==> src/rtl/iterative_multiply_unit_pkg.sv <==
// Shared types and widths for the iterative multiply pipe and its D->X / X->W interfaces.
// The uop encoding mirrors the ISA micro-op list used by decode-issue.
package iterative_multiply_unit_pkg;
   localparam int XLEN       = 32;
   localparam int PC_W       = 32;
   localparam int REG_ADDR_W = 5;

   typedef enum logic [3:0] {
      UOP_ADD, UOP_SUB, UOP_AND, UOP_OR, UOP_XOR, UOP_SLL, UOP_SRL,
      UOP_MUL, UOP_LW, UOP_SW, UOP_BNE
   } uop_t;
endpackage

==> src/rtl/D__XIntf.sv <==
// Decode-issue to execute-pipe handshake: one micro-op with operands and renaming metadata.
interface D__XIntf #(
   parameter int p_seq_num_bits  = 8,
   parameter int p_num_phys_regs = 36
);
   import iterative_multiply_unit_pkg::*;
   localparam int PREG_W = $clog2(p_num_phys_regs);

   logic                      val;
   logic                      rdy;
   logic [PC_W-1:0]           pc;
   logic [XLEN-1:0]           op1;
   logic [XLEN-1:0]           op2;
   logic [XLEN-1:0]           mem_data;
   uop_t                      uop;
   logic [REG_ADDR_W-1:0]     waddr;
   logic [p_seq_num_bits-1:0] seq_num;
   logic [PREG_W-1:0]         preg;
   logic [PREG_W-1:0]         ppreg;

   modport D_intf (output val, pc, op1, op2, mem_data, uop, waddr, seq_num, preg, ppreg,
                   input rdy);
   modport X_intf (input val, pc, op1, op2, mem_data, uop, waddr, seq_num, preg, ppreg,
                   output rdy);
endinterface

==> src/rtl/X__WIntf.sv <==
// Execute-pipe to writeback handshake: result, write enable and renaming metadata.
interface X__WIntf #(
   parameter int p_seq_num_bits  = 8,
   parameter int p_num_phys_regs = 36
);
   import iterative_multiply_unit_pkg::*;
   localparam int PREG_W = $clog2(p_num_phys_regs);

   logic                      val;
   logic                      rdy;
   logic [PC_W-1:0]           pc;
   logic [p_seq_num_bits-1:0] seq_num;
   logic [REG_ADDR_W-1:0]     waddr;
   logic [XLEN-1:0]           wdata;
   logic                      wen;
   logic [PREG_W-1:0]         preg;
   logic [PREG_W-1:0]         ppreg;

   modport X_intf (output val, pc, seq_num, waddr, wdata, wen, preg, ppreg,
                   input rdy);
   modport W_intf (input val, pc, seq_num, waddr, wdata, wen, preg, ppreg,
                   output rdy);
endinterface

==> src/rtl/iterative_multiply_unit_mul_shift_add_step.sv <==
// One shift-add multiply step: conditionally add the multiplicand, then shift both operands.
module iterative_multiply_unit_mul_shift_add_step
   import iterative_multiply_unit_pkg::*;
(
   input  logic [XLEN-1:0] acc,
   input  logic [XLEN-1:0] a,
   input  logic [XLEN-1:0] b,
   output logic [XLEN-1:0] acc_nxt,
   output logic [XLEN-1:0] a_nxt,
   output logic [XLEN-1:0] b_nxt
);
   // Carry out of the add is dropped: only the low XLEN bits of the product are kept.
   assign acc_nxt = b[0] ? (acc + a) : acc;
   assign a_nxt   = {a[XLEN-2:0], 1'b0};
   assign b_nxt   = {1'b0, b[XLEN-1:1]};
endmodule

==> src/rtl/iterative_multiply_unit.sv <==
// MUL execute pipe: 32-cycle shift-add multiplier between the D->X and X->W handshakes.
module iterative_multiply_unit
   import iterative_multiply_unit_pkg::*;
#(
   parameter int p_num_phys_regs = 36
)(
   input logic     clk,
   input logic     rst,
   D__XIntf.X_intf D,
   X__WIntf.X_intf W
);
   localparam int p_seq_num_bits = D.p_seq_num_bits;
   localparam int PREG_W         = $clog2(p_num_phys_regs);

   typedef enum logic [1:0] {IDLE, CALC, DONE} state_t;
   localparam logic [4:0] LAST_STEP = 5'd31;

   state_t                    state, state_nxt;
   logic [4:0]                count;
   logic [XLEN-1:0]           acc, a, b;
   logic [XLEN-1:0]           acc_step, a_step, b_step;
   logic [PC_W-1:0]           pc_q;
   logic [p_seq_num_bits-1:0] seq_q;
   logic [REG_ADDR_W-1:0]     waddr_q;
   logic [PREG_W-1:0]         preg_q, ppreg_q;
   logic                      d_fire;

   assign d_fire = D.val && (state == IDLE);

   iterative_multiply_unit_mul_shift_add_step u_step (
      .acc     (acc),
      .a       (a),
      .b       (b),
      .acc_nxt (acc_step),
      .a_nxt   (a_step),
      .b_nxt   (b_step)
   );

   // Handshake outputs decode from state only, so D.rdy never depends on D.val.
   always_comb begin
      state_nxt = state;
      D.rdy     = 1'b0;
      W.val     = 1'b0;
      case (state)
         IDLE: begin
            D.rdy = 1'b1;
            if (D.val) state_nxt = CALC;
         end
         CALC: begin
            if (count == LAST_STEP) state_nxt = DONE;
         end
         DONE: begin
            W.val = 1'b1;
            if (W.rdy) state_nxt = IDLE;
         end
         default: state_nxt = IDLE;
      endcase
   end

   always_ff @(posedge clk) begin
      if (rst) begin
         state <= IDLE;
         acc   <= '0;
         count <= '0;
      end else begin
         state <= state_nxt;
         if (d_fire) begin
            acc   <= '0;
            count <= '0;
         end else if (state == CALC) begin
            acc   <= acc_step;
            count <= count + 5'd1;
         end
      end
   end

   // Operands and metadata carry no reset; they are only meaningful after an accept.
   always_ff @(posedge clk) begin
      if (d_fire) begin
         a       <= D.op1;
         b       <= D.op2;
         pc_q    <= D.pc;
         seq_q   <= D.seq_num;
         waddr_q <= D.waddr;
         preg_q  <= D.preg;
         ppreg_q <= D.ppreg;
      end else if (state == CALC) begin
         a <= a_step;
         b <= b_step;
      end
   end

   assign W.wdata   = acc;
   assign W.wen     = (waddr_q != '0);
   assign W.pc      = pc_q;
   assign W.seq_num = seq_q;
   assign W.waddr   = waddr_q;
   assign W.preg    = preg_q;
   assign W.ppreg   = ppreg_q;
endmodule
==> src/flat_wrapper.sv <==
// flat-port wrapper written by rule: the top's interface ports become plain ports
module iterative_multiply_unit_flat import iterative_multiply_unit_pkg::*;
#(
   parameter int p_num_phys_regs = 36
)
  (clk, rst, D_val, D_pc, D_op1, D_op2, D_mem_data, D_uop, D_waddr, D_seq_num, D_preg, D_ppreg, D_rdy, W_val, W_pc, W_seq_num, W_waddr, W_wdata, W_wen, W_preg, W_ppreg, W_rdy);
  D__XIntf #(.p_num_phys_regs(p_num_phys_regs)) D_i ();
  X__WIntf #(.p_num_phys_regs(p_num_phys_regs)) W_i ();
  input logic clk;
  input logic rst;
  input wire logic [$bits(D_i.val)-1:0] D_val;
  input wire logic [$bits(D_i.pc)-1:0] D_pc;
  input wire logic [$bits(D_i.op1)-1:0] D_op1;
  input wire logic [$bits(D_i.op2)-1:0] D_op2;
  input wire logic [$bits(D_i.mem_data)-1:0] D_mem_data;
  input wire logic [$bits(D_i.uop)-1:0] D_uop;
  input wire logic [$bits(D_i.waddr)-1:0] D_waddr;
  input wire logic [$bits(D_i.seq_num)-1:0] D_seq_num;
  input wire logic [$bits(D_i.preg)-1:0] D_preg;
  input wire logic [$bits(D_i.ppreg)-1:0] D_ppreg;
  output wire logic [$bits(D_i.rdy)-1:0] D_rdy;
  output wire logic [$bits(W_i.val)-1:0] W_val;
  output wire logic [$bits(W_i.pc)-1:0] W_pc;
  output wire logic [$bits(W_i.seq_num)-1:0] W_seq_num;
  output wire logic [$bits(W_i.waddr)-1:0] W_waddr;
  output wire logic [$bits(W_i.wdata)-1:0] W_wdata;
  output wire logic [$bits(W_i.wen)-1:0] W_wen;
  output wire logic [$bits(W_i.preg)-1:0] W_preg;
  output wire logic [$bits(W_i.ppreg)-1:0] W_ppreg;
  input wire logic [$bits(W_i.rdy)-1:0] W_rdy;
  assign D_i.val = D_val;
  assign D_i.pc = D_pc;
  assign D_i.op1 = D_op1;
  assign D_i.op2 = D_op2;
  assign D_i.mem_data = D_mem_data;
  assign D_i.uop = D_uop;
  assign D_i.waddr = D_waddr;
  assign D_i.seq_num = D_seq_num;
  assign D_i.preg = D_preg;
  assign D_i.ppreg = D_ppreg;
  assign D_rdy = D_i.rdy;
  assign W_val = W_i.val;
  assign W_pc = W_i.pc;
  assign W_seq_num = W_i.seq_num;
  assign W_waddr = W_i.waddr;
  assign W_wdata = W_i.wdata;
  assign W_wen = W_i.wen;
  assign W_preg = W_i.preg;
  assign W_ppreg = W_i.ppreg;
  assign W_i.rdy = W_rdy;
  iterative_multiply_unit #(.p_num_phys_regs(p_num_phys_regs)) u_core (.clk(clk), .rst(rst), .D(D_i), .W(W_i));
endmodule
==> config.mk <==
export PLATFORM = sky130hd
export DESIGN_NAME = iterative_multiply_unit_flat
export DESIGN_NICKNAME = d
export VERILOG_FILES = /design/src/rtl/iterative_multiply_unit_pkg.sv /design/src/rtl/D__XIntf.sv /design/src/rtl/X__WIntf.sv /design/src/rtl/iterative_multiply_unit_mul_shift_add_step.sv /design/src/rtl/iterative_multiply_unit.sv /design/src/flat_wrapper.sv
export SDC_FILE = /design/constraint.sdc
export NUM_CORES = 1
export LEC_CHECK = 0
export ABC_AREA = 0
export CORE_ASPECT_RATIO = 1.75
export CORE_MARGIN = 3
export CORE_UTILIZATION = 25
export DETAILED_ROUTE_END_ITERATION = 6
export GPL_TIMING_DRIVEN = 0
export HOLD_SLACK_MARGIN = 0.15
export PLACE_DENSITY_LB_ADDON = 0.2
export REMOVE_ABC_BUFFERS = 1
export SYNTH_ARGS = -nofsm -noshare
export SYNTH_HDL_FRONTEND = slang
export SYNTH_SLANG_ARGS = --single-unit
==> constraint.sdc <==
create_clock -name clk -period 5.35 [get_ports clk]
set_clock_uncertainty 0.2 [all_clocks]
set_input_delay 1.3375 -clock clk [delete_from_list [all_inputs] [get_ports clk]]
set_output_delay 1.3375 -clock clk [all_outputs]
set_load 0.01 [all_outputs]
==> impl_metrics.yaml <==
run_status:
  status: "finished clean"
routing:
  route.vias.total: 5428
  wire_per_inst_um: 16.2
  first_iter_violations: 285
  totalWireLength_um: 19800
  dr.pass1.iters: 4
  drc: 0
  final_antenna_net_count: 0
  via_per_inst: 4.46
synthesis:
  yosysWarningCount: 0
  synth_top_area_frac: 0.482
  synth_cell_types: 55
  synth_edf_count: 121
  synthArstFlopShare: 0
  synthFlopType: "edfxtp_1"
  synth_cells: 608
  netlist_area_um2: 7540
  synth_top_cell_by_area: "edfxtp_1"
  seq_area_frac_synth: 0.585
  avgSynthCellArea_um2: 12.4
  synth_seq_cells: 160
  synth_area_leaders: "edfxtp_1, dfxtp_1, mux2_2"
global_routing:
  grt_pass1_wl_um: 30500
  grt_overflow_total: 0
  antenna_found_initial: 1
  grt_pass1_vias: 5657
  grt_max_degree: 58
  grt_use_total: 0.123
worst_hold_path:
  hp-class: "flip-flop to flip-flop"
  hp-start: "u_core.W.wdata[20]$_SDFFE_PP0P_"
cts:
  clock_latency_ns: 0.44
  cts_root_buffer: "clkbuf_16"
  clk_pin_slew_ns: 0.06
  cts_buffer_depth: 2
  clock-sinks: 160
  cts_tree: "done"
  cts_hold_buf: 0
  post_cts_buffers: 0
  cts_buffers: 17
  htree_levels: 4
  cts_resized: 0
critical_path:
  end_kind: "flip-flop"
  crit_type: "primary input to flip-flop"
  worst-r2r-setup-slack_ns: 2.20
  r2r_start: "u_core.a[0]$_SDFFCE_PN0P_"
  reg2reg_to: "u_core.W.wdata[28]$_SDFFE_PP0P_"
  worstSetupStartpointType: "primary input"
  worstPathMaxFanout: 57
  crit_start: "D_val"
  crit_required_ns: 5.50
  cp_data_arrival_time_ns: 3.76
  r2r_cells: 10
  cp-endpoint: "u_core.W.wdata[29]$_SDFFE_PP0P_"
power_and_ir_drop:
  p_total_w: 0.00333
  cellPowerDensity_nw_per_um2: 309
  p_leak_nw: 3.94
  ir_worst_vdd_v: 0.000228
timing:
  rsz0062_at_grt: "false"
  fmax_mhz: 278
  fin_crit_ns: 3.60
  finalSetupViolCount: 0
  hold_viol: 0
  hold_ws_ns: 0.272
  fin_setup_tns_ns: 0
  slew_headroom: 0.325
  timing.final.crit_share: 0.673
  fin_ws_ns: 1.75
  drv_slew: 0
  tightest_slew_ns: 1.01
floorplan:
  dieArea_um2: 32400
  rows: 83
  io_pins: 253
  dieHeight_um: 236
  start_util: 0.255
  placeableCoreArea_um2: 29600
  chipWidth_um: 137
flow_run:
  maxCapViolations: 0
final_layout:
  drive_above_1_share: 0.138
  final_cells: 1218
  final_nets: 1017
  areaGrowthSynthToFinish_pct: 42.9
placement:
  portBuffers: 216
  dp.cells: 1185
  dp_slack_ns: 1.26
  place_congestion: 0.765
  hpwl_um: 14600
synth_stat cells (all sizes together), types with 2 or more instances:
cell,n
a2111oi,2
a211oi,2
a21o,12
a21oi,56
a221oi,2
a31o,2
a31oi,6
and2,4
and3,9
buf,4
clkbuf,19
dfxtp,39
edfxtp,121
ha,33
inv,10
mux2,63
mux2i,6
nand2,68
nand2b,3
nand3,21
nand3b,2
nand4,7
nor2,28
nor2b,6
nor3,5
o211ai,7
o21a,4
o21ai,18
o21bai,4
o31ai,2
or2,4
or3,5
xnor2,13
xor2,8
kinds of logic (layout without fill, tap and decap cells):
logic type,after synthesis,count (layout),synth area share
multiplexers,69,69,0.102
AND/OR/NAND/NOR,166,166,0.104
flip-flops,160,160,0.585
AO/OA/AOI/OAI,124,124,0.108
other,0,1,0
buffers and inverters,34,261,0.0192
adder cells (fa/ha/maj),34,34,0.0574
XOR/XNOR,21,21,0.0244
per-layer routing:
metal,global-route usage,share of wire,vias up
met4,0.0478,0.020,0
met1,0.125,0.37,2582
met2,0.231,0.56,133
met5,0,0,-
li1,-,-,2694
met3,0.0359,0.053,19
worst max-delay path, cell delays in order:
cell	delay (ns)
clkdlybuf4s50_1	0.46
and2_4	0.25
buf_16	0.25
or2_2	0.61
or3_1	0.47
mux2_2	0.27
o211ai_1	0.09
placed cells by master (no fill, tap or decap), types with 3 or more instances in the layout:
cell type        netlist  routed
clkbuf_16              0      18
nor3_1                 5       5
dfxtp_1               39      39
nand3_1               21      21
buf_16                 0       3
or3_1                  5       5
o211ai_1               7       7
nor2_1                28      28
nor2b_1                6       6
o21bai_1               4       4
nand2_1               67      67
inv_6                  0       3
xnor2_1               13      13
nand4_1                7       7
clkdlybuf4s50_1        0     216
a31oi_1                6       6
a21oi_1               56      56
and3_1                 7       7
nand2b_1               3       3
o21a_1                 4       4
ha_1                  33      33
or2_2                  4       3
mux2i_1                6       6
mux2_2                63      63
o21ai_0               18      18
edfxtp_1             121     121
a21o_1                11      11
clkbuf_1              18       3
bufinv_16              0       3
xor2_1                 8       8
inv_1                 10      10
power breakdown:
group	switching, W	total (W)	internal, W	leakage (nW)
logic	0.000257	0.000549	0.000291	2.14
clock network	0.000517	0.00129	0.000769	0.299
registers	0.0000430	0.00150	0.00146	1.49
layout make-up:
cell class / instances / area [um^2]
fill: 3008 / 18800
sequential: 160 / 4410
multi-input combinational: 414 / 2990
timing repair buffer: 219 / 2240
tap: 382 / 478
clock buffer: 21 / 462
clock inverter: 11 / 154
inverter: 10 / 37.5
antenna: 1 / 2.50
worst min-delay path by stage:
stage	slack [ns]	to	cells after the start
2_1_floorplan	0.26	u_core.state[0]$_SDFFE_PP0P_	1
3_3_place_gp	0.26	u_core.W.wdata[31]$_SDFFE_PP0P_	2
3_5_place_dp	0.27	u_core.W.wdata[20]$_SDFFE_PP0P_	2
4_1_cts	0.27	u_core.W.wdata[20]$_SDFFE_PP0P_	2
5_1_grt	0.30	u_core.W.wdata[15]$_SDFFE_PP0P_	2
6_report	0.27	u_core.W.wdata[20]$_SDFFE_PP0P_	2
per-stage QoR:
step | utilization | cell area [um^2]
3_3_place_gp | 0.340 | 10100
2_1_floorplan | - | 7440
6_report | 0.364 | 10800
5_1_grt | 0.364 | 10800
3_5_place_dp | 0.343 | 10200
4_1_cts | 0.364 | 10800
state kept, by name (all words and copies together) (netlist names):
name and cells:
u_core.count 5, u_core.a 32, u_core.W.preg 6, u_core.W.ppreg 6
u_core.state 2, u_core.W.seq_num 8, u_core.W.wdata 32, u_core.W.pc 32
u_core.W.waddr 5, u_core.b 32
No activity file was read; power rests on OpenSTA's default activity.
